--- src/rtl/mem_port_arbiter.sv ---
// mem_port_arbiter
//
// Shares a single memory/L2 line port between the I-cache and D-cache miss
// paths. One line transfer is in flight at a time. The winning request is
// latched in IDLE, driven to memory until mem_resp, and the returned line is
// handed back to the granted requester with a one-cycle resp pulse. Every
// output is a register.
//
// Compile-time option:
//   ARB_ROUND_ROBIN_EN  defined   : a conflict goes to the side not granted last
//                       undefined : the D-cache always wins a conflict
//
// Handshake: a requester raises read/write with a stable address and data and
// holds them until its resp pulse. It may drop the request in the resp
// (DONE) cycle. mem_read/mem_write stay high with stable mem_addr and
// mem_wdata until the edge that samples mem_resp=1.
//
// Ports:
//   clk, rst                 clock, asynchronous active-high reset
//   i_read, i_addr           I-cache line read request
//   i_resp, i_rdata          I-cache completion pulse and returned line
//   d_read, d_write, d_addr  D-cache line request (write wins if both high)
//   d_wdata                  D-cache write-back line
//   d_resp, d_rdata          D-cache completion pulse and returned line
//   mem_read, mem_write      memory strobes
//   mem_addr, mem_wdata      latched address and write line
//   mem_resp, mem_rdata      memory completion and read line
//   busy                     high whenever the FSM is not in IDLE
//   gnt_d                    current/last grant (1 = D-cache, 0 = I-cache)
//   dbg_state                encoded FSM state (0 IDLE, 1 I_XFER, 2 D_XFER, 3 DONE)

module mem_port_arbiter #(
    parameter int ADDR_W = 16,
    parameter int LINE_W = 128
) (
    input  logic              clk,
    input  logic              rst,
    input  logic              i_read,
    input  logic [ADDR_W-1:0] i_addr,
    output logic              i_resp,
    output logic [LINE_W-1:0] i_rdata,
    input  logic              d_read,
    input  logic              d_write,
    input  logic [ADDR_W-1:0] d_addr,
    input  logic [LINE_W-1:0] d_wdata,
    output logic              d_resp,
    output logic [LINE_W-1:0] d_rdata,
    output logic              mem_read,
    output logic              mem_write,
    output logic [ADDR_W-1:0] mem_addr,
    output logic [LINE_W-1:0] mem_wdata,
    input  logic              mem_resp,
    input  logic [LINE_W-1:0] mem_rdata,
    output logic              busy,
    output logic              gnt_d,
    output logic [1:0]        dbg_state
);

    typedef enum logic [1:0] {
        IDLE   = 2'd0,
        I_XFER = 2'd1,
        D_XFER = 2'd2,
        DONE   = 2'd3
    } state_t;

    state_t              state, state_nxt;
    logic                lat_write, lat_write_nxt;
    logic                gnt_d_nxt;
    logic [ADDR_W-1:0]   mem_addr_nxt;
    logic [LINE_W-1:0]   mem_wdata_nxt;
    logic                mem_read_nxt, mem_write_nxt;
    logic                i_resp_nxt, d_resp_nxt;
    logic [LINE_W-1:0]   i_rdata_nxt, d_rdata_nxt;
    logic                busy_nxt;

    logic                d_req;
    logic                d_wins_conflict;
    logic                grant_d;

    // A simultaneous read+write from the D-cache is treated as a write.
    assign d_req = d_read | d_write;

`ifdef ARB_ROUND_ROBIN_EN
    // Alternate on conflicts; gnt_d resets to 0 so the first conflict goes to D.
    assign d_wins_conflict = ~gnt_d;
`else
    // D misses stall the whole pipeline, so D always wins; I may starve.
    assign d_wins_conflict = 1'b1;
`endif

    assign grant_d = d_req & (~i_read | d_wins_conflict);

    assign dbg_state = state;

    always_comb begin
        state_nxt     = state;
        lat_write_nxt = lat_write;
        gnt_d_nxt     = gnt_d;
        mem_addr_nxt  = mem_addr;
        mem_wdata_nxt = mem_wdata;
        mem_read_nxt  = 1'b0;
        mem_write_nxt = 1'b0;
        i_resp_nxt    = 1'b0;
        d_resp_nxt    = 1'b0;
        i_rdata_nxt   = i_rdata;
        d_rdata_nxt   = d_rdata;

        case (state)
            IDLE: begin
                if (d_req || i_read) begin
                    gnt_d_nxt = grant_d;
                    if (grant_d) begin
                        lat_write_nxt = d_write;
                        mem_addr_nxt  = d_addr;
                        mem_wdata_nxt = d_wdata;
                        mem_read_nxt  = ~d_write;
                        mem_write_nxt = d_write;
                        state_nxt     = D_XFER;
                    end else begin
                        // The I-cache never writes; clear the write line.
                        lat_write_nxt = 1'b0;
                        mem_addr_nxt  = i_addr;
                        mem_wdata_nxt = '0;
                        mem_read_nxt  = 1'b1;
                        state_nxt     = I_XFER;
                    end
                end
            end

            I_XFER, D_XFER: begin
                // Requester inputs are ignored here; the latched copy rules.
                if (mem_resp) begin
                    state_nxt = DONE;
                    if (gnt_d) begin
                        d_resp_nxt  = 1'b1;
                        d_rdata_nxt = mem_rdata;
                    end else begin
                        i_resp_nxt  = 1'b1;
                        i_rdata_nxt = mem_rdata;
                    end
                end else begin
                    mem_read_nxt  = ~lat_write;
                    mem_write_nxt = lat_write;
                end
            end

            DONE: begin
                // One dead edge lets the requester drop its request.
                state_nxt = IDLE;
            end

            default: state_nxt = IDLE;
        endcase

        busy_nxt = (state_nxt != IDLE);
    end

    always_ff @(posedge clk or posedge rst) begin
        if (rst) begin
            state     <= IDLE;
            lat_write <= 1'b0;
            gnt_d     <= 1'b0;
            mem_addr  <= '0;
            mem_wdata <= '0;
            mem_read  <= 1'b0;
            mem_write <= 1'b0;
            i_resp    <= 1'b0;
            d_resp    <= 1'b0;
            i_rdata   <= '0;
            d_rdata   <= '0;
            busy      <= 1'b0;
        end else begin
            state     <= state_nxt;
            lat_write <= lat_write_nxt;
            gnt_d     <= gnt_d_nxt;
            mem_addr  <= mem_addr_nxt;
            mem_wdata <= mem_wdata_nxt;
            mem_read  <= mem_read_nxt;
            mem_write <= mem_write_nxt;
            i_resp    <= i_resp_nxt;
            d_resp    <= d_resp_nxt;
            i_rdata   <= i_rdata_nxt;
            d_rdata   <= d_rdata_nxt;
            busy      <= busy_nxt;
        end
    end

endmodule

--- config.mk ---
export PLATFORM = sky130hd
export DESIGN_NAME = mem_port_arbiter
export DESIGN_NICKNAME = d
export VERILOG_FILES = /design/src/rtl/mem_port_arbiter.sv
export SDC_FILE = /design/constraint.sdc
export NUM_CORES = 1
export LEC_CHECK = 0
export BUFFER_PORTS_ARGS = -buffer_cell sky130_fd_sc_hd__buf_2
export CAP_MARGIN = 20
export CELL_PAD_IN_SITES_DETAIL_PLACEMENT = 1
export CELL_PAD_IN_SITES_GLOBAL_PLACEMENT = 1
export CORE_AREA = 2 2 275 277
export CTS_CLUSTER_DIAMETER = 120
export DETAILED_ROUTE_END_ITERATION = 12
export DIE_AREA = 0 0 277 279
export GPL_TIMING_DRIVEN = 0
export PLACE_DENSITY = 0.61
export SETUP_SLACK_MARGIN = 0.02
export SKIP_CTS_REPAIR_TIMING = 1
export SLEW_MARGIN = 20
export SYNTH_ARGS = -nofsm -noshare
export SYNTH_HDL_FRONTEND = slang
export SYNTH_SLANG_ARGS = --single-unit
--- constraint.sdc ---
create_clock -name clk -period 13 [get_ports clk]
set_input_delay 1.95 -clock clk [delete_from_list [all_inputs] [get_ports clk]]
set_output_delay 1.95 -clock clk [all_outputs]
set_load 0.05 [all_outputs]
* Word-level counts from Yosys, hierarchy flattened
Cells that the tools add are included.
** Operators by class
- Bitwise operators :: 4
- Multiplexer cells :: 20
- Eq/ne operators :: 3
- Reduce and logical (&&, ||, !) cells :: 7
** Operators with widths (number)
- $mux 128 :: 1
- $mux 16 :: 1
- $mux 1 :: 12
- $mux 2 :: 3
- $pmux 2 s3 :: 1
- $reduce_and 3->1 :: 2
- $eq 2x2->1 const B :: 2
- $pmux 1 s2 :: 2
- $not 1->1 :: 3
- $eq 2x1->1 const B :: 1
- $logic_not 2->1 :: 1
- $reduce_and 2->1 :: 1
- $reduce_bool 2->1 :: 1
- $reduce_or 2->1 :: 1
- $logic_or 1x1->1 :: 1
- $or 1x1->1 :: 1
** Storage, ports and cells
- Output and inout port bits :: 408
- Word-level logic and storage cells :: 46
- Bits of input ports :: 294
- Register bits :: 409

* Longest topological paths before layout
Gate-level depths: netlist of the first run.
- Depth in word-level cells :: 5
- Gate-level depth with buffers :: 8
- Depth with buffers taken out :: 6

* Least setup slack after synthesis of the first run
OpenSTA, ideal clock, no wires.
- Path type :: input port to flip-flop
- Start :: input port mem_resp
- End :: register d_rdata[20]
- Buffers on the path :: 2
- Setup time :: 0.125 ns
- Setup slack :: 9.965 ns
- Data arrival time :: 2.910 ns
- Required time :: 12.875 ns
- Stages on the path :: 5
- Path through :: nand3_1 -> inv_2 -> buf_2 -> buf_4 -> mux2_2
** On the way
- Cells in the longest elaborated chain, start to end :: 1
** Ends and longest elaborated chain
- from (decl) :: RTL line 52 : input logic mem_resp,
- $reduce_and 3->1 (no line)
- to (signal assigned) :: RTL line 183 : d_rdata <= d_rdata_nxt;
- to (decl) :: RTL line 47 : output logic [LINE_W-1:0] d_rdata,
Every way passes these cells.
A chain may end at the register's enable or synchronous reset.

* Worst setup path after layout of the first run
- Start :: register state[1], in the netlist dbg_state[1]
- End :: output port dbg_state[1]
** RTL lines
- from (decl) :: RTL line 66 : state_t state, state_nxt;
- from (signal assigned) :: RTL line 173 : state <= state_nxt;
- to (decl) :: RTL line 56 : output logic [1:0] dbg_state
No word-level cell between the ends.

==> metrics, run 1 <==
GRT overflow 0; status finished, final reports clean; largest family of logic cells by synthesized area multiplexers; CTS tree yes; die area between 70000 and 80000 µm²; CP top delay family flip-flops; die height approximately 280 µm; placer congestion estimate 0.817; Synth Area in XOR/XNOR 0; P&R area growth vs syn 43.9%; total CTS buffers 47; DRT Wirelength ~54 mm; final worst-path cycle share 0.253; post-synthesis sequential area ratio 0.676; Hold WC Path Type reg2reg; synthesized area 15200 µm²; first-pass GRT wire length 81.5 mm; adder-cell share of the synthesized area 0.00165; Post-Synth Simple-Gate Area 0.00991; RSZ-0062 raised after global routing no; syn_nets 1230; H-tree depth 2; Fin Clk Skew ~13 ps; Yosys Warn Count 0; CP Max Fanout 4; Yosys top cell area share 0.676; clock slew seen by the registers of the worst setup and hold paths 60 ps; Crit path required time approximately 11000 ps; Max Transition Viols Final 0; cell taking the most area after synthesis dfrtp_1; Hold Slack 477 ps; post-route cell area 21800 µm²; total core area 74100 µm²; crit path time final 3290 ps; Num Clock Sinks between 400 and 500; EDFF count, synth 0; most common cell in the netlist dfrtp_1; Post-Synthesis Cells 934; CP Cell Sequence buf_2; Post-route DRC 0; Starting Density 0.205; HPWL Detailed 42.8 mm; number of global-route vias before repair around 13k; WP buf/inv 1; Mapped Avg Cell Area approximately 16 µm²; top_reg_cell synth dfrtp_1; reg2reg path depth 7; clk_lat worst skew ~570 ps; IO Pins 702; max frequency 304 MHz; Worst path depth 1; DR vias between 10k and 15k; Critical Path End Type output port; TritonRoute pass-1 iters 4; Largest stage delay, worst path 420 ps; top cells by area, synth dfrtp_1 68%, mux2_2 18%, a22o_1 7.4%; antenna-violating nets left 0; placed cell area 20100 µm²; GRT Overall Usage 0.137; asr flop ratio synth 1.00; Longest Clk Path Bufs 3; buffers added on ports between 700 and 800; antenna violations before repair 10; Distinct cells, synth 31; Hold Path Stages 2; mux cell area share after synthesis 0.206; Crit path arrival time between 1000 and 1500 ps; Site Rows 100; CP Class reg2out; max cap viols 0; Yosys reg bits between 400 and 500; setup_tns 0 ps; Slew @ Worst Pin between 700 and 800 ps; CP max stage cell dfrtp_1; final setup vio count 0; pin count of the biggest net entering global routing 37; Compound-Gate Fraction of Synth Area 0.0841; 1st-iter DRT viols about 370; nets 1993; final hold violation count 0; layout cells sized above 1 0.638; CTS root buf clkbuf_16; vias per inst 4.11; relative slew slack 0.503; most common library cells after synthesis 409 x dfrtp_1, 236 x mux2_2, 128 x a22o_1, 42 x buf_2, 21 x nand2_1; Routed WL per cell 20.0 µm; die span in x 277 µm; Setup crit start kind flip-flop
-- cells by family (layout without fill, tap and decap cells) --
family / count (synthesis) / count (layout)
AND/OR/NAND/NOR: 32 / 32
AO/OA/AOI/OAI: 152 / 152
buffers and inverters: 67 / 867
multiplexers: 272 / 272
flip-flops: 409 / 409
adder cells (fa/ha/maj): 2 / 2
other: 0 / 6
-- registers in the layout, indices dropped and copies added (netlist names) --
name / flops
mem_read: 1
mem_write: 1
dbg_state: 2
i_rdata: 128
mem_addr: 16
d_rdata: 128
i_resp: 1
busy: 1
gnt_d: 1
lat_write: 1
d_resp: 1
mem_wdata: 128
-- stage by stage --
stage	util	worst slack, ps	std cells
floorplan	-	5540	934
global placement	0.268	3250	2604
detailed placement	0.272	9200	2617
CTS	0.294	9650	2703
global route	0.294	9630	2709
finish	0.294	9710	2709
-- path summary, 6_finish.rpt --
kind	start	end	slack (ps)
min in group asynchronous	rst	i_rdata[4]	1430
setup / recovery	dbg_state[1]	dbg_state[1]	9710
hold / removal	mem_addr[10]	mem_addr[10]	480
setup reg to reg	dbg_state[1]	d_rdata[20]	10490
max in group asynchronous	rst	d_rdata[79]	9880
hold reg to reg	mem_addr[10]	mem_addr[10]	480
-- final cells by class --
type	count	area (µm²)
Antenna cell	6	15.0
Buffer	60	323
Clock buffer	61	1330
Clock inverter	25	319
Fill cell	8250	52300
Inverter	7	30.0
Multi-Input combinational cell	458	4570
Sequential cell	409	10200
Tap cell	969	1210
Timing Repair Buffer	714	3780
-- cells in the final DEF (no fill, tap or decap), drive strengths merged, types with 2 or more instances in the layout --
cell type / instances
ha: 2
o21ai: 16
inv: 7
a21o: 2
nor2: 3
dfrtp: 409
mux2i: 16
clkinvlp: 4
buf: 766
a21oi: 2
a22o: 128
diode: 6
or2: 3
clkbuf: 69
clkinv: 14
bufinv: 7
mux2: 256
nand2: 21
-- per-layer routing --
metal  up-vias  part of all wire  track usage
met1      5613              0.36        0.142
met2       480              0.53        0.257
met5         -           0.00085            0
met3       105             0.076       0.0423
met4         8             0.037       0.0552
li1       4941                 -            -
Power of run 1 is not shown: default switching activity piles up to over one toggle a cycle in this logic, so the estimate is an artifact.
==> run 2, diff against run 1 <==
clock period = 2.65 ns   (was 13 ns; I/O delays follow)
==> run 2 against run 1 <==
Critical path depth rose by 6. Final cell count hardly changed. Hold slack worse by 430 ps. Non-clock buffer count up 1. Register-to-register slack worse by 10000 ps. Routed wire length is essentially flat. Cell area hardly changed. Clock skew hardly changed.
==> metrics, run 2 (synthesis results as in run 1) <==
status finished, final reports clean; Crit. Startpoint dbg_state[1]; DRT Wirelength 54.1 mm (about the same); pin count of the biggest net entering global routing 37 (unchanged); DR vias 11.2k (+0.14%); antenna-violating nets left 0 (unchanged); Slew @ Worst Pin 746 ps (+0.00596 ps); Crit path arrival time 2880 ps (+1540 ps); clock slew seen by the registers of the worst setup and hold paths 60 ps (about the same); P&R area growth vs syn 44.0% (about the same); die height 279 µm (unchanged); first-pass GRT wire length 81.5 mm (unchanged); CP Max Fanout 10 (+6); Crit path required time 3090 ps (-7960 ps); final worst setup slack 217 ps (-9490 ps); final hold violation count 0 (unchanged); Critical Path End Type flip-flop; CTS root buf clkbuf_16; Site Rows 100 (unchanged); worst flop-to-flop path startpoint dbg_state[1]; most common cell after layout, fill and taps aside buf_2; Top Registers d_rdata: 128 flops, i_rdata: 128 flops, mem_wdata: 128 flops; Max Transition Viols Final 0 (unchanged); layout cells sized above 1 0.637 (about the same); Hold Path Stages 2 (unchanged); Num Clock Sinks 409 (unchanged); HPWL Detailed 42.8 mm (unchanged); IO Pins 702 (unchanged); final worst-path cycle share 0.918; pre-CTS setup slack 75.3 ps (-9130 ps); clk_lat worst skew 570 ps (about the same); CP Class reg2reg; RSZ-0062 raised after global routing yes; CTS tree yes; reg2reg path depth 7 (unchanged); H-tree depth 2 (unchanged); commonest cells after routing, fill and taps aside 741 x buf_2, 409 x dfrtp_1, 236 x mux2_2; TritonRoute pass-1 iters 4 (unchanged); relative slew slack 0.503 (about the same); die span in x 277 µm (unchanged); total CTS buffers 47 (unchanged); final setup vio count 0 (unchanged); max frequency 411 MHz; die area 77300 µm² (unchanged); placer congestion estimate 0.817 (unchanged); GRT overflow 0 (unchanged); Fin Clk Skew 12.9 ps (+0.290 ps); antenna violations before repair 10 (unchanged); 1st-iter DRT viols 389 (+6.3%); max cap viols 0 (unchanged); nets 1994 (+0.050%); crit path time final 2430 ps; Hold Path Origin d_wdata[32]; total core area 74100 µm² (unchanged); post-route cell area 21800 µm² (about the same); Routed WL per cell 20.0 µm (about the same); Longest Clk Path Bufs 3 (unchanged); Hold WC Path Type in2reg; Post-route DRC 0 (unchanged); Setup crit start kind flip-flop; vias per inst 4.12 (+0.11%); number of global-route vias before repair 12.7k (unchanged); buffers added on ports 701 (unchanged); Starting Density 0.205 (unchanged); GRT Overall Usage 0.137 (unchanged); placed cell area 20100 µm² (unchanged)
[run 2: final timing paths]
path                                 end  slack (ps)
max in group asynchronous    d_rdata[79]         530
hold reg to reg             mem_addr[10]         480
hold / removal             mem_wdata[32]          50
setup / recovery             d_rdata[20]         220
setup reg to reg             d_rdata[20]         220
min in group asynchronous     i_rdata[4]         440
[run 2: per-stage QoR]
stage               hold slack, ps  setup TNS [ps]  utilization  instances
floorplan                      462        -1332990            -        934
global route                  9.43               0        0.295       2710
finish                        49.9               0        0.295       2710
detailed placement             471               0        0.272       2617
CTS                           -155               0        0.294       2703
global placement               466        -2239980        0.268       2604
[run 2: cell type report]
class / count / area [µm²]
fillers: 8248 / 52200
multi-input cells: 458 / 4570
clock buffers: 61 / 1330
plain buffers: 60 / 328
diodes: 6 / 15.0
repair buffers: 715 / 3790
inverters: 7 / 30.0
well taps: 969 / 1210
flip-flops and latches: 409 / 10200
clock inverters: 25 / 319
[run 2: metal layers]
| layer | vias to the layer above | share of wire | track usage |
|---|---|---|---|
| met5 | - | 0.0011 | 0 |
| met4 | 8 | 0.036 | 0.0552 |
| met3 | 103 | 0.076 | 0.0423 |
| met2 | 481 | 0.53 | 0.257 |
| met1 | 5623 | 0.36 | 0.142 |
| li1 | 4948 | - | - |
[run 2: critical path, stage by stage, from the launching register on]
cell      delay [ps]
dfrtp_1          420
inv_1             70
ha_1             380
nand3_1          190
inv_2            320
clkbuf_4         340
buf_4            230
mux2_2           360
Power of run 2 is left out for the same reason.
